## config.mk

```make
export PLATFORM = sky130hd
export DESIGN_NAME = pcie_bar_completer
export DESIGN_NICKNAME = d
export VERILOG_FILES = /design/src/rtl/pcie_bar_completer.sv
export SDC_FILE = /design/constraint.sdc
export NUM_CORES = 1
export LEC_CHECK = 0
export CAP_MARGIN = 0
export CORE_MARGIN = 4
export CORE_UTILIZATION = 40
export CTS_BUF_LIST = sky130_fd_sc_hd__clkbuf_8
export CTS_CLUSTER_SIZE = 28
export DETAILED_ROUTE_END_ITERATION = 6
export PLACE_DENSITY = 0.69
export SYNTH_ARGS = -nofsm -noshare
export SYNTH_HDL_FRONTEND = slang
export SYNTH_SLANG_ARGS = --single-unit
```

## constraint.sdc

```tcl
create_clock -name user_clk -period 2.22 [get_ports user_clk]
set_input_delay 0.444 -clock user_clk [delete_from_list [all_inputs] [get_ports user_clk]]
set_output_delay 0.444 -clock user_clk [all_outputs]
set_load 0.05 [all_outputs]
```

## src/rtl/pcie_bar_completer.sv

```systemverilog
// BAR0 register-file completer for the 7-series PCIe endpoint AXI-Stream ports.
// Decodes 3DW MRd/MWr TLPs from the RX stream, maintains a 16 x 32-bit register
// file (register 0 is the read-only ID_VALUE) and returns one CplD/Cpl per MRd.
// Ports:
//   user_clk, user_reset_n        clock, async active-low reset
//   completer_id                  {bus, dev, fn} for completion headers
//   m_axis_rx_*                   RX TLP stream from the core (tuser[2] = BAR0 hit)
//   s_axis_tx_*                   TX completion stream to the core
//   regs_flat                     register file, reg n at [32n+31:32n]
//   rd_count/wr_count/drop_count  saturating event counters
module pcie_bar_completer #(
  parameter logic [31:0] ID_VALUE = 32'h5A43_0001
) (
  input  logic         user_clk,
  input  logic         user_reset_n,
  input  logic [15:0]  completer_id,
  input  logic [63:0]  m_axis_rx_tdata,
  input  logic [7:0]   m_axis_rx_tkeep,
  input  logic         m_axis_rx_tlast,
  input  logic         m_axis_rx_tvalid,
  input  logic [21:0]  m_axis_rx_tuser,
  output logic         m_axis_rx_tready,
  output logic [63:0]  s_axis_tx_tdata,
  output logic [7:0]   s_axis_tx_tkeep,
  output logic         s_axis_tx_tlast,
  output logic         s_axis_tx_tvalid,
  input  logic         s_axis_tx_tready,
  output logic [511:0] regs_flat,
  output logic [15:0]  rd_count,
  output logic [15:0]  wr_count,
  output logic [15:0]  drop_count
);

  localparam int unsigned NUM_REGS = 16;
  localparam int unsigned DW_W     = 32;
  localparam int unsigned CNT_W    = 16;

  typedef enum logic [2:0] {
    S_IDLE,
    S_HDR2,
    S_DROP,
    S_TX0,
    S_TX1
  } state_e;

  state_e             state_q, state_d;
  logic               rx_tready_q, rx_tready_d;
  logic               is_wr_q, is_wr_d;
  logic [9:0]         len_q, len_d;
  logic [2:0]         tc_q, tc_d;
  logic [1:0]         attr_q, attr_d;
  logic [15:0]        req_id_q, req_id_d;
  logic [7:0]         tag_q, tag_d;
  logic [3:0]         fbe_q, fbe_d;
  logic [4:0]         addr_q, addr_d;
  logic [DW_W-1:0]    rdata_q, rdata_d;
  logic               ur_q, ur_d;
  logic               pend_cpl_q, pend_cpl_d;
  logic [63:0]        tx_tdata_q, tx_tdata_d;
  logic [7:0]         tx_tkeep_q, tx_tkeep_d;
  logic               tx_tlast_q, tx_tlast_d;
  logic               tx_tvalid_q, tx_tvalid_d;
  logic [DW_W-1:0]    regs_q [NUM_REGS];
  logic [DW_W-1:0]    regs_d [NUM_REGS];
  logic [CNT_W-1:0]   rd_cnt_q, rd_cnt_d;
  logic [CNT_W-1:0]   wr_cnt_q, wr_cnt_d;
  logic [CNT_W-1:0]   drop_cnt_q, drop_cnt_d;

  logic               rx_hs_c;
  logic               tx_hs_c;
  logic               hdr_ok_c;
  logic [3:0]         rx_idx_c;
  logic [DW_W-1:0]    cpl_dw0_c, cpl_dw1_c, cpl_dw2_c;
  logic               unused_rx_c;

  // Keep unused RX sideband/data bits visible to lint as intentionally ignored.
  assign unused_rx_c = ^{m_axis_rx_tkeep, m_axis_rx_tuser, m_axis_rx_tdata};

  function automatic logic [CNT_W-1:0] sat_inc(input logic [CNT_W-1:0] c);
    return (c == '1) ? c : c + CNT_W'(1);
  endfunction

  // Byte count of a single-DW read from its first byte enables.
  function automatic logic [11:0] byte_count(input logic [3:0] be);
    logic [11:0] bc;
    casez (be)
      4'b1??1:                    bc = 12'd4;
      4'b01?1, 4'b1?10:           bc = 12'd3;
      4'b0011, 4'b0110, 4'b1100:  bc = 12'd2;
      default:                    bc = 12'd1;
    endcase
    return bc;
  endfunction

  // Index of the lowest enabled byte, 0 when no byte is enabled.
  function automatic logic [1:0] low_be(input logic [3:0] be);
    logic [1:0] r;
    if (be[0])      r = 2'd0;
    else if (be[1]) r = 2'd1;
    else if (be[2]) r = 2'd2;
    else if (be[3]) r = 2'd3;
    else            r = 2'd0;
    return r;
  endfunction

  assign rx_hs_c  = m_axis_rx_tvalid && rx_tready_q;
  assign tx_hs_c  = tx_tvalid_q && s_axis_tx_tready;
  assign rx_idx_c = m_axis_rx_tdata[5:2];
  assign hdr_ok_c = ((m_axis_rx_tdata[30:29] == 2'b00) || (m_axis_rx_tdata[30:29] == 2'b10)) &&
                    (m_axis_rx_tdata[28:24] == 5'b00000) && m_axis_rx_tuser[2] && !m_axis_rx_tlast;

  // Completion header DWs; ur_d covers the HDR2 -> TX0 shortcut where ur is still being latched.
  assign cpl_dw0_c = {1'b0, (ur_d ? 2'b00 : 2'b10), 5'b01010, 1'b0, tc_q, 4'b0000,
                      2'b00, attr_q, 2'b00, (ur_d ? 10'd0 : 10'd1)};
  assign cpl_dw1_c = {completer_id, (ur_d ? 3'b001 : 3'b000), 1'b0,
                      (ur_d ? 12'd4 : byte_count(fbe_q))};
  assign cpl_dw2_c = {req_id_q, tag_q, 1'b0, addr_q, low_be(fbe_q)};

  // Next-state, register-file and TX beat computation.
  always_comb begin
    state_d     = state_q;
    is_wr_d     = is_wr_q;
    len_d       = len_q;
    tc_d        = tc_q;
    attr_d      = attr_q;
    req_id_d    = req_id_q;
    tag_d       = tag_q;
    fbe_d       = fbe_q;
    addr_d      = addr_q;
    rdata_d     = rdata_q;
    ur_d        = ur_q;
    pend_cpl_d  = pend_cpl_q;
    tx_tdata_d  = tx_tdata_q;
    tx_tkeep_d  = tx_tkeep_q;
    tx_tlast_d  = tx_tlast_q;
    tx_tvalid_d = tx_tvalid_q;
    regs_d      = regs_q;
    rd_cnt_d    = rd_cnt_q;
    wr_cnt_d    = wr_cnt_q;
    drop_cnt_d  = drop_cnt_q;

    case (state_q)
      S_IDLE: begin
        if (rx_hs_c) begin
          is_wr_d    = m_axis_rx_tdata[30];
          len_d      = m_axis_rx_tdata[9:0];
          tc_d       = m_axis_rx_tdata[22:20];
          attr_d     = m_axis_rx_tdata[13:12];
          req_id_d   = m_axis_rx_tdata[63:48];
          tag_d      = m_axis_rx_tdata[47:40];
          fbe_d      = m_axis_rx_tdata[35:32];
          pend_cpl_d = 1'b0;
          if (hdr_ok_c) begin
            state_d = S_HDR2;
          end else begin
            drop_cnt_d = sat_inc(drop_cnt_q);
            state_d    = m_axis_rx_tlast ? S_IDLE : S_DROP;
          end
        end
      end
      S_HDR2: begin
        if (rx_hs_c) begin
          addr_d = m_axis_rx_tdata[6:2];
          if (is_wr_q) begin
            if (len_q == 10'd1) begin
              if (rx_idx_c != 4'd0) begin
                for (int b = 0; b < 4; b++) begin
                  if (fbe_q[b]) regs_d[rx_idx_c][b*8 +: 8] = m_axis_rx_tdata[32 + b*8 +: 8];
                end
              end
              wr_cnt_d = sat_inc(wr_cnt_q);
            end else begin
              drop_cnt_d = sat_inc(drop_cnt_q);
            end
            state_d = m_axis_rx_tlast ? S_IDLE : S_DROP;
          end else begin
            rdata_d    = (rx_idx_c == 4'd0) ? ID_VALUE : regs_q[rx_idx_c];
            ur_d       = (len_q != 10'd1);
            pend_cpl_d = 1'b1;
            if (len_q == 10'd1) rd_cnt_d = sat_inc(rd_cnt_q);
            state_d = m_axis_rx_tlast ? S_TX0 : S_DROP;
          end
        end
      end
      S_DROP: begin
        if (rx_hs_c && m_axis_rx_tlast) state_d = pend_cpl_q ? S_TX0 : S_IDLE;
      end
      S_TX0: begin
        if (tx_hs_c) begin
          state_d    = S_TX1;
          tx_tdata_d = {(ur_q ? 32'h0 : rdata_q), cpl_dw2_c};
          tx_tkeep_d = ur_q ? 8'h0F : 8'hFF;
          tx_tlast_d = 1'b1;
        end
      end
      S_TX1: begin
        if (tx_hs_c) begin
          state_d     = S_IDLE;
          pend_cpl_d  = 1'b0;
          tx_tvalid_d = 1'b0;
          tx_tlast_d  = 1'b0;
          tx_tdata_d  = 64'h0;
          tx_tkeep_d  = 8'h00;
        end
      end
      default: state_d = S_IDLE;
    endcase

    // First completion beat is loaded on entry to TX0.
    if ((state_d == S_TX0) && (state_q != S_TX0)) begin
      tx_tvalid_d = 1'b1;
      tx_tdata_d  = {cpl_dw1_c, cpl_dw0_c};
      tx_tkeep_d  = 8'hFF;
      tx_tlast_d  = 1'b0;
    end
  end

  assign rx_tready_d = (state_d == S_IDLE) || (state_d == S_HDR2) || (state_d == S_DROP);

  // State and output registers.
  always_ff @(posedge user_clk or negedge user_reset_n) begin
    if (!user_reset_n) begin
      state_q     <= S_IDLE;
      rx_tready_q <= 1'b0;
      is_wr_q     <= 1'b0;
      len_q       <= 10'd0;
      tc_q        <= 3'd0;
      attr_q      <= 2'd0;
      req_id_q    <= 16'd0;
      tag_q       <= 8'd0;
      fbe_q       <= 4'd0;
      addr_q      <= 5'd0;
      rdata_q     <= '0;
      ur_q        <= 1'b0;
      pend_cpl_q  <= 1'b0;
      tx_tdata_q  <= 64'h0;
      tx_tkeep_q  <= 8'h00;
      tx_tlast_q  <= 1'b0;
      tx_tvalid_q <= 1'b0;
      for (int i = 0; i < NUM_REGS; i++) regs_q[i] <= '0;
      rd_cnt_q    <= '0;
      wr_cnt_q    <= '0;
      drop_cnt_q  <= '0;
    end else begin
      state_q     <= state_d;
      rx_tready_q <= rx_tready_d;
      is_wr_q     <= is_wr_d;
      len_q       <= len_d;
      tc_q        <= tc_d;
      attr_q      <= attr_d;
      req_id_q    <= req_id_d;
      tag_q       <= tag_d;
      fbe_q       <= fbe_d;
      addr_q      <= addr_d;
      rdata_q     <= rdata_d;
      ur_q        <= ur_d;
      pend_cpl_q  <= pend_cpl_d;
      tx_tdata_q  <= tx_tdata_d;
      tx_tkeep_q  <= tx_tkeep_d;
      tx_tlast_q  <= tx_tlast_d;
      tx_tvalid_q <= tx_tvalid_d;
      regs_q      <= regs_d;
      rd_cnt_q    <= rd_cnt_d;
      wr_cnt_q    <= wr_cnt_d;
      drop_cnt_q  <= drop_cnt_d;
    end
  end

  // Flatten the register file for fabric consumers.
  always_comb begin
    regs_flat = '0;
    for (int i = 0; i < NUM_REGS; i++) regs_flat[i*DW_W +: DW_W] = regs_q[i];
  end

  assign m_axis_rx_tready = rx_tready_q;
  assign s_axis_tx_tdata  = tx_tdata_q;
  assign s_axis_tx_tkeep  = tx_tkeep_q;
  assign s_axis_tx_tlast  = tx_tlast_q;
  assign s_axis_tx_tvalid = tx_tvalid_q;
  assign rd_count         = rd_cnt_q;
  assign wr_count         = wr_cnt_q;
  assign drop_count       = drop_cnt_q;

endmodule

```

==> reports/metrics.yaml, run 1 <==
crit_buf_inv: 4
setup-violations-final: 480
cts_tree: "built"
drive_above_1_share_pct: 43.86
dpl_worst_slack_ns: -0.5778
worstSkewPairLatency_ns: 0.74
core_area_mm2: 0.07772
synth.area.top_cells: "dfrtp_1, mux4_2, mux2_2"
syn_area_per_cell_um2: 15.06
power_mw: 35.24
dr.pass1.iters: 5
wl_per_cell_um: 30.09
fmax_ghz: 0.4137
slowest_delay_ns: 0.59
power_leakage_nw: 23.79
synth_commonest_cells: "dfrtp_1, mux2_2, mux2_1"
cp-start-kind: "flop"
htreeDepth: 3
grt_pass1_vias: 24950
maxCapViolations: 0
yosysUniqueCellTypes: 62
grt_antenna_before_repair: 7
drt_iter0_drc: 1735
slew_violations: 0
die-area_mm2: 0.08336
layout_setup_ws_ns: -0.1973
grt_use_total_pct: 29.12
clock_sinks: 714
relSlewSlack_pct: 11.82
clk_pin_slew_ns: 0.06
async_flop_share_pct: 100.0
failed_checks: "setup timing"
ys_ff_latch: 714
synth.net_count: 2211
cts_buffers: 121
vias: 23410
synth_cells: 2093
dp_cells: 3900
crit_fanout: 8
synth_edf_count: 0
areaGrowthSynthToFinish_pct: 45.72
final_hold_viol_count: 0
fin_cells: 4138
tightest_slew_ns: 1.318
drc: 0
detail-route-antenna-nets: 0
synth_most_common_cell: "dfrtp_1"
synth_top_cell_by_area: "dfrtp_1"
clock_path_buffers: 3
required_ns: 2.82
die_w_um: 288.7
wl_mm: 124.5
dp_hpwl_mm: 91.35
rsz0062_at_grt: "yes"
grt_pass1_wl_mm: 177.8
peakVddDrop_uv: 569.7
run_status: "complete, but fails checks"
critPathTopFamily: "simple AND/OR/NAND/NOR gates"
min_period_over_period_pct: 108.9
path_class: "reg -> reg"
io_buffers: 709
row_count: 102
period_needed_ns: 2.417
grt_max_degree: 83
slowest_stage: "or4_4"
nets: 3122
hold_path_class: "in -> async"
synth_top_cell_area_share_pct: 56.68
syn_area_mm2: 0.03152
yosys_warnings: 0
yosysSeqAreaShare_pct: 56.68
cts_root_buf: "clkbuf_8"
overflow: 0
setup.worst_path.end_class: "flop"
skew_ns: 0.04135
avgViaCountPerCell: 5.657
die_h_um: 288.7
crit_arrival_ns: 3.02
path_common_cell: "buf_12"
ios: 750
power.density_mw_per_mm2: 767.2
start_util_pct: 40.56
cp_cell_sequence: "or4_4 > buf_8 > nor4_4 > buf_4 > buf_12 > buf_12 > nand2_8 > mux2_4"
fin_area_mm2: 0.04594
placed_area_mm2: 0.04174
synth_ff_type: "dfrtp_1"
gp_congestion: 0.9401
[stage by stage]
step	hold WS [ns]	util (%)	setup TNS [ns]
after floorplan	0.1484	-	-1.067
after global placement	0.3881	53.70	-285.41
after detailed placement	0.3876	53.70	-284.23
after CTS	0.2452	58.02	-49.24
after global routing	0.2575	59.10	-74.64
final	0.2532	59.10	-44.58
[registers in the layout, summed over array words and instances (netlist names)]
name and flops:
req_id_q 16, drop_count 16, tc_q 3, rd_count 16
s_axis_tx_tkeep 2, is_wr_q 1, len_q 10, fbe_q 4
rdata_q 32, s_axis_tx_tdata 63, attr_q 2, state_q 3
pend_cpl_q 1, addr_q 5, s_axis_tx_tlast 1, wr_count 16
s_axis_tx_tvalid 1, m_axis_rx_tready 1, tag_q 8, ur_q 1
regs_flat 512
[power breakdown]
| part | internal, mW | total, mW | switching [mW] |
|---|---|---|---|
| Clock | 6.64 | 12.1 | 5.46 |
| Sequential | 14.1 | 15.0 | 0.848 |
| Combinational | 2.87 | 8.16 | 5.29 |
[layer usage]
layer / share of wire [%] / wire [µm] / vias to the layer above / GRT usage (%)
met5: 0 / 0 / - / 0
met4: 3.7 / 4582 / 0 / 8.864
met3: 8.8 / 10990 / 234 / 9.621
met2: 48 / 59970 / 1064 / 47.83
met1: 39 / 48960 / 12390 / 36.89
li1: - / - / 9717 / -
[worst reg2reg max path, cell delays in order (launching register included)]
cell and delay, ns:
dfrtp_1 0.37, or4_4 0.59, buf_8 0.17, nor4_4 0.24, buf_4 0.18, buf_12 0.14
buf_12 0.16, nand2_8 0.09, mux2_4 0.35
[placed cells by master (no fill, tap or decap), types with 32 or more instances in the layout]
cell type	instances
nand2_1	49
mux2_2	303
dfrtp_1	697
mux4_2	160
clkdlybuf4s15_1	65
inv_1	58
nand2_8	55
buf_4	232
dlygate4sd2_1	465
clkbuf_8	151
o21ai_0	32
clkdlybuf4s50_1	70
mux2_4	220
a22o_1	58
buf_12	68
nand4_1	39
[kinds of logic after synthesis]
group           after synthesis  synth area share (%)
flops                       714                 56.68
other cells                   1               0.01190
mux                         692                 30.43
compound gates              148                 3.541
xor+xnor                     45                 1.250
fa+ha+maj                     3                0.1191
buf+inv                     178                 2.378
simple gates                312                 5.589
[worst paths after layout]
| kind | start | end | slack, ns | cells after the start |
|---|---|---|---|---|
| max | len_q[3] | regs_flat[187] | -0.20 | 8 |
| min | user_reset_n | wr_count[2] | 0.25 | 2 |
| max reg2reg | len_q[3] | regs_flat[187] | -0.20 | 8 |
| min reg2reg | regs_flat[26] | regs_flat[26] | 0.39 | 0 |
| max in group asynchronous | user_reset_n | regs_flat[476] | 1.06 | 3 |
| min in group user_clk | completer_id[12] | s_axis_tx_tdata[60] | 0.32 | 3 |
[what timing repair did]
action / 4_1_cts / 5_1_grt
resized for setup: 892 / 221
pin swaps: 23 / 42
endpoints found under the setup margin: 1115 / 635
hold buffers: 1 / 0
cloned: 5 / 1
hold endpoints to repair: 25 / 0
setup buffers: 29 / 13
[cell type report]
class	count	area, µm²
Fill cell	6163	31790
Sequential cell	714	17890
Multi-Input combinational cell	1201	15080
Timing Repair Buffer	950	9120
Clock buffer	151	2078
Tap cell	1040	1301
Clock inverter	60	390.4
Inverter	16	62.56
Antenna cell	6	15.01
No activity file was read; power rests on OpenSTA's default activity.
==> run 2: changes to the inputs <==
GPL_TIMING_DRIVEN = 0   (was default)
==> run 2 against run 1 <==
Against the previous run: the flow still finishes with violations (setup timing); setup slack worse by 0.0041 ns; count of clock-buffer cells in the layout up 17; critical endpoint is now regs_flat[142]; register-to-register slack about the same.
==> reports/metrics.yaml, run 2 (synthesis results as in run 1) <==
period_needed_ns: 2.421  # was 2.417 ns
row_count: 102  # unchanged
setup.reg_to_reg.worst_slack_ns: -0.20  # about the same
multi_input_area_mm2: 0.01531  # was 0.01508 mm²
met2_usage_pct: 51.74  # was 47.83%
rsz0062_at_grt: "yes"  # unchanged
grt_antenna_before_repair: 11  # was 7
grt_pass1_wl_mm: 187.5  # was 177.8 mm
clk_pin_slew_ns: 0.06  # about the same
grt_max_degree: 124  # was 83
rr_startpoint: "len_q[5]"  # was len_q[3]
use_met1_pct: 38.82  # was 36.89%
fmax_ghz: 0.4130  # was 0.4137 GHz
cp-start-kind: "flop"  # unchanged
core_area_mm2: 0.07772  # unchanged
register_area_mm2: 0.01789  # about the same
setup-violations-final: 516  # was 480
grt_pass1_vias: 25400  # was 24950
drive_above_1_share_pct: 46.67  # was 43.86%
die_h_um: 288.7  # unchanged
peakVddDrop_uv: 579.2  # was 569.7 µV
placed_area_mm2: 0.04028  # was 0.04174 mm²
vias: 24050  # was 23410
finalSetupTns_ns: -45.52  # was -44.58 ns
combPwrFrac_pct: 23.8  # was 23.2%
nets: 3151  # was 3122
die_w_um: 288.7  # unchanged
swShare_pct: 33.62  # was 32.89%
tightest_slew_ns: 1.045  # was 1.318 ns
detail-route-antenna-nets: 0  # unchanged
setup.worst_path.end_class: "flop"  # unchanged
relSlewSlack_pct: 30.29  # was 11.82%
io_buffers: 709  # unchanged
crit_arrival_ns: 3.06  # was 3.02 ns
fin_hold_ws_ns: 0.1924  # was 0.2532 ns
cts_buffers: 130  # was 121
die-area_mm2: 0.08336  # unchanged
hold_path_class: "in -> async"  # unchanged
final_common_cell: "dfrtp_1"  # unchanged
fin_area_mm2: 0.04673  # was 0.04594 mm²
layout_setup_ws_ns: -0.2014  # was -0.1973 ns
maxCapViolations: 0  # unchanged
areaGrowthSynthToFinish_pct: 48.23  # was 45.72%
dp_hpwl_mm: 96.84  # was 91.35 mm
nFillCells: 6004  # was 6163
path_class: "reg -> reg"  # unchanged
skew_ns: 0.03447  # was 0.04135 ns
ff2ff_path_depth: 9  # was 8
drc: 0  # unchanged
power_leakage_nw: 22.59  # was 23.79 nW
gp_congestion: 0.9168  # was 0.9401
pwr-share-seq_pct: 41.3  # was 42.5%
failed_checks: "setup timing"  # unchanged
cts_tree: "built"  # unchanged
timing.rr.end: "regs_flat[142]"  # was regs_flat[187]
final_hold_viol_count: 0  # unchanged
cts_root_buf: "clkbuf_8"  # unchanged
htreeDepth: 4  # was 3
drt_iter0_drc: 1493  # was 1735
power.density_mw_per_mm2: 781.5  # was 767.2 mW/mm²
fin_cells: 4177  # was 4138
p_sw_mw: 12.28  # was 11.59 mW
top_usage_layer: "met2"  # unchanged
wl_per_cell_um: 32.01  # was 30.09 µm
met3_usage_pct: 10.51  # was 9.621%
layout_common_cells: "dfrtp_1, mux2_2, dlygate4sd2_1"  # was dfrtp_1, dlygate4sd2_1, mux2_2
crit_fanout: 8  # unchanged
clock_path_buffers: 3  # unchanged
start_util_pct: 40.56  # unchanged
largest_reg_flops: 512  # unchanged
overflow: 0  # unchanged
wl_mm: 133.7  # was 124.5 mm
slew_violations: 0  # unchanged
required_ns: 2.86  # was 2.82 ns
p_int_mw: 24.24  # was 23.65 mW
clock_sinks: 714  # unchanged
avgViaCountPerCell: 5.758  # was 5.657
dpl_worst_slack_ns: -2.088  # was -0.5778 ns
min_period_over_period_pct: 109.1  # was 108.9%
dr.pass1.iters: 5  # unchanged
clkPwrFrac_pct: 34.9  # was 34.3%
ios: 750  # unchanged
run_status: "complete, but fails checks"  # unchanged
dp_cells: 3848  # was 3900
grt_use_total_pct: 31.44  # was 29.12%
worstSkewPairLatency_ns: 0.79  # was 0.74 ns
-- run 2: cell types whose count changed in the layout (fill, tap and decap cells not counted), sizes merged --
cell,delta
clkdlybuf4s50,+3
bufbuf,+2
clkbuf,+123
inv,-2
clkdlybuf4s18,+1
diode,+5
dlygate4sd2,-220
clkdlybuf4s15,+313
bufinv,-4
buf,-185
clkinv,+3
-- run 2: cell type report --
| cell class | instances | share of cell area, % |
|---|---|---|
| Antenna cell | 11 | 0.05891 |
| Clock inverter | 57 | 0.7230 |
| Timing Repair Buffer | 809 | 17.83 |
| Clock buffer | 168 | 4.948 |
| Tap cell | 1040 | 2.785 |
| Buffer | 161 | 2.480 |
| Sequential cell | 714 | 38.29 |
| Multi-Input combinational cell | 1201 | 32.76 |
| Inverter | 16 | 0.1285 |
-- run 2: through the flow --
step	power, mW	util [%]
2_1_floorplan	19.80	-
5_1_grt	37.84	60.10
3_5_place_dp	22.98	51.83
6_report	36.52	60.12
4_1_cts	36.08	59.06
3_3_place_gp	22.76	51.61
-- run 2: worst max path at each step --
stage / start / to / slack (ns) / cells after the start
6_report: len_q[5] / regs_flat[142] / -0.20 / 9
5_1_grt: state_q[1] / regs_flat[129] / -0.25 / 9
4_1_cts: state_q[1] / regs_flat[404] / -0.27 / 9
3_5_place_dp: m_axis_rx_tdata[3] / regs_flat[126] / -2.09 / 7
3_3_place_gp: user_reset_n / m_axis_rx_tready / -32.86 / 1
2_1_floorplan: m_axis_rx_tready / regs_flat[152] / -0.02 / 7
-- run 2: power by group through the flow --
| stage | registers (mW) | logic (mW) | clock network, mW |
|---|---|---|---|
| after floorplan | 16.8 | 2.97 | 0 |
| after global placement | 15.2 | 7.56 | 0 |
| after detailed placement | 15.2 | 7.77 | 0 |
| after CTS | 15.0 | 8.10 | 13.0 |
| after global routing | 15.2 | 9.08 | 13.6 |
| final | 15.1 | 8.71 | 12.7 |
-- run 2: repair_timing --
| action | 4_1_cts | 5_1_grt |
|---|---|---|
| hold endpoints to repair | 67 | 0 |
| buffers inserted | 59 | 30 |
| hold buffers | 1 | 0 |
| resized for setup | 1772 | 155 |
| pin swaps | 27 | 36 |
| gates cloned | 8 | 1 |
| setup endpoints to repair | 1295 | 829 |
-- run 2: routing by layer --
| metal | share of wire [%] | vias up |
|---|---|---|
| li1 | - | 9815 |
| met2 | 48 | 1132 |
| met5 | 0.051 | - |
| met3 | 9.1 | 293 |
| met4 | 4.1 | 6 |
| met1 | 38 | 12810 |
-- run 2: critical path: stages (launching register included) --
cell and delay (ns):
dfrtp_1 0.37, or4_1 0.53, buf_6 0.17, nor4_4 0.25, buf_6 0.17, buf_6 0.11
buf_12 0.11, buf_12 0.12, nand2_8 0.09, mux2_4 0.34
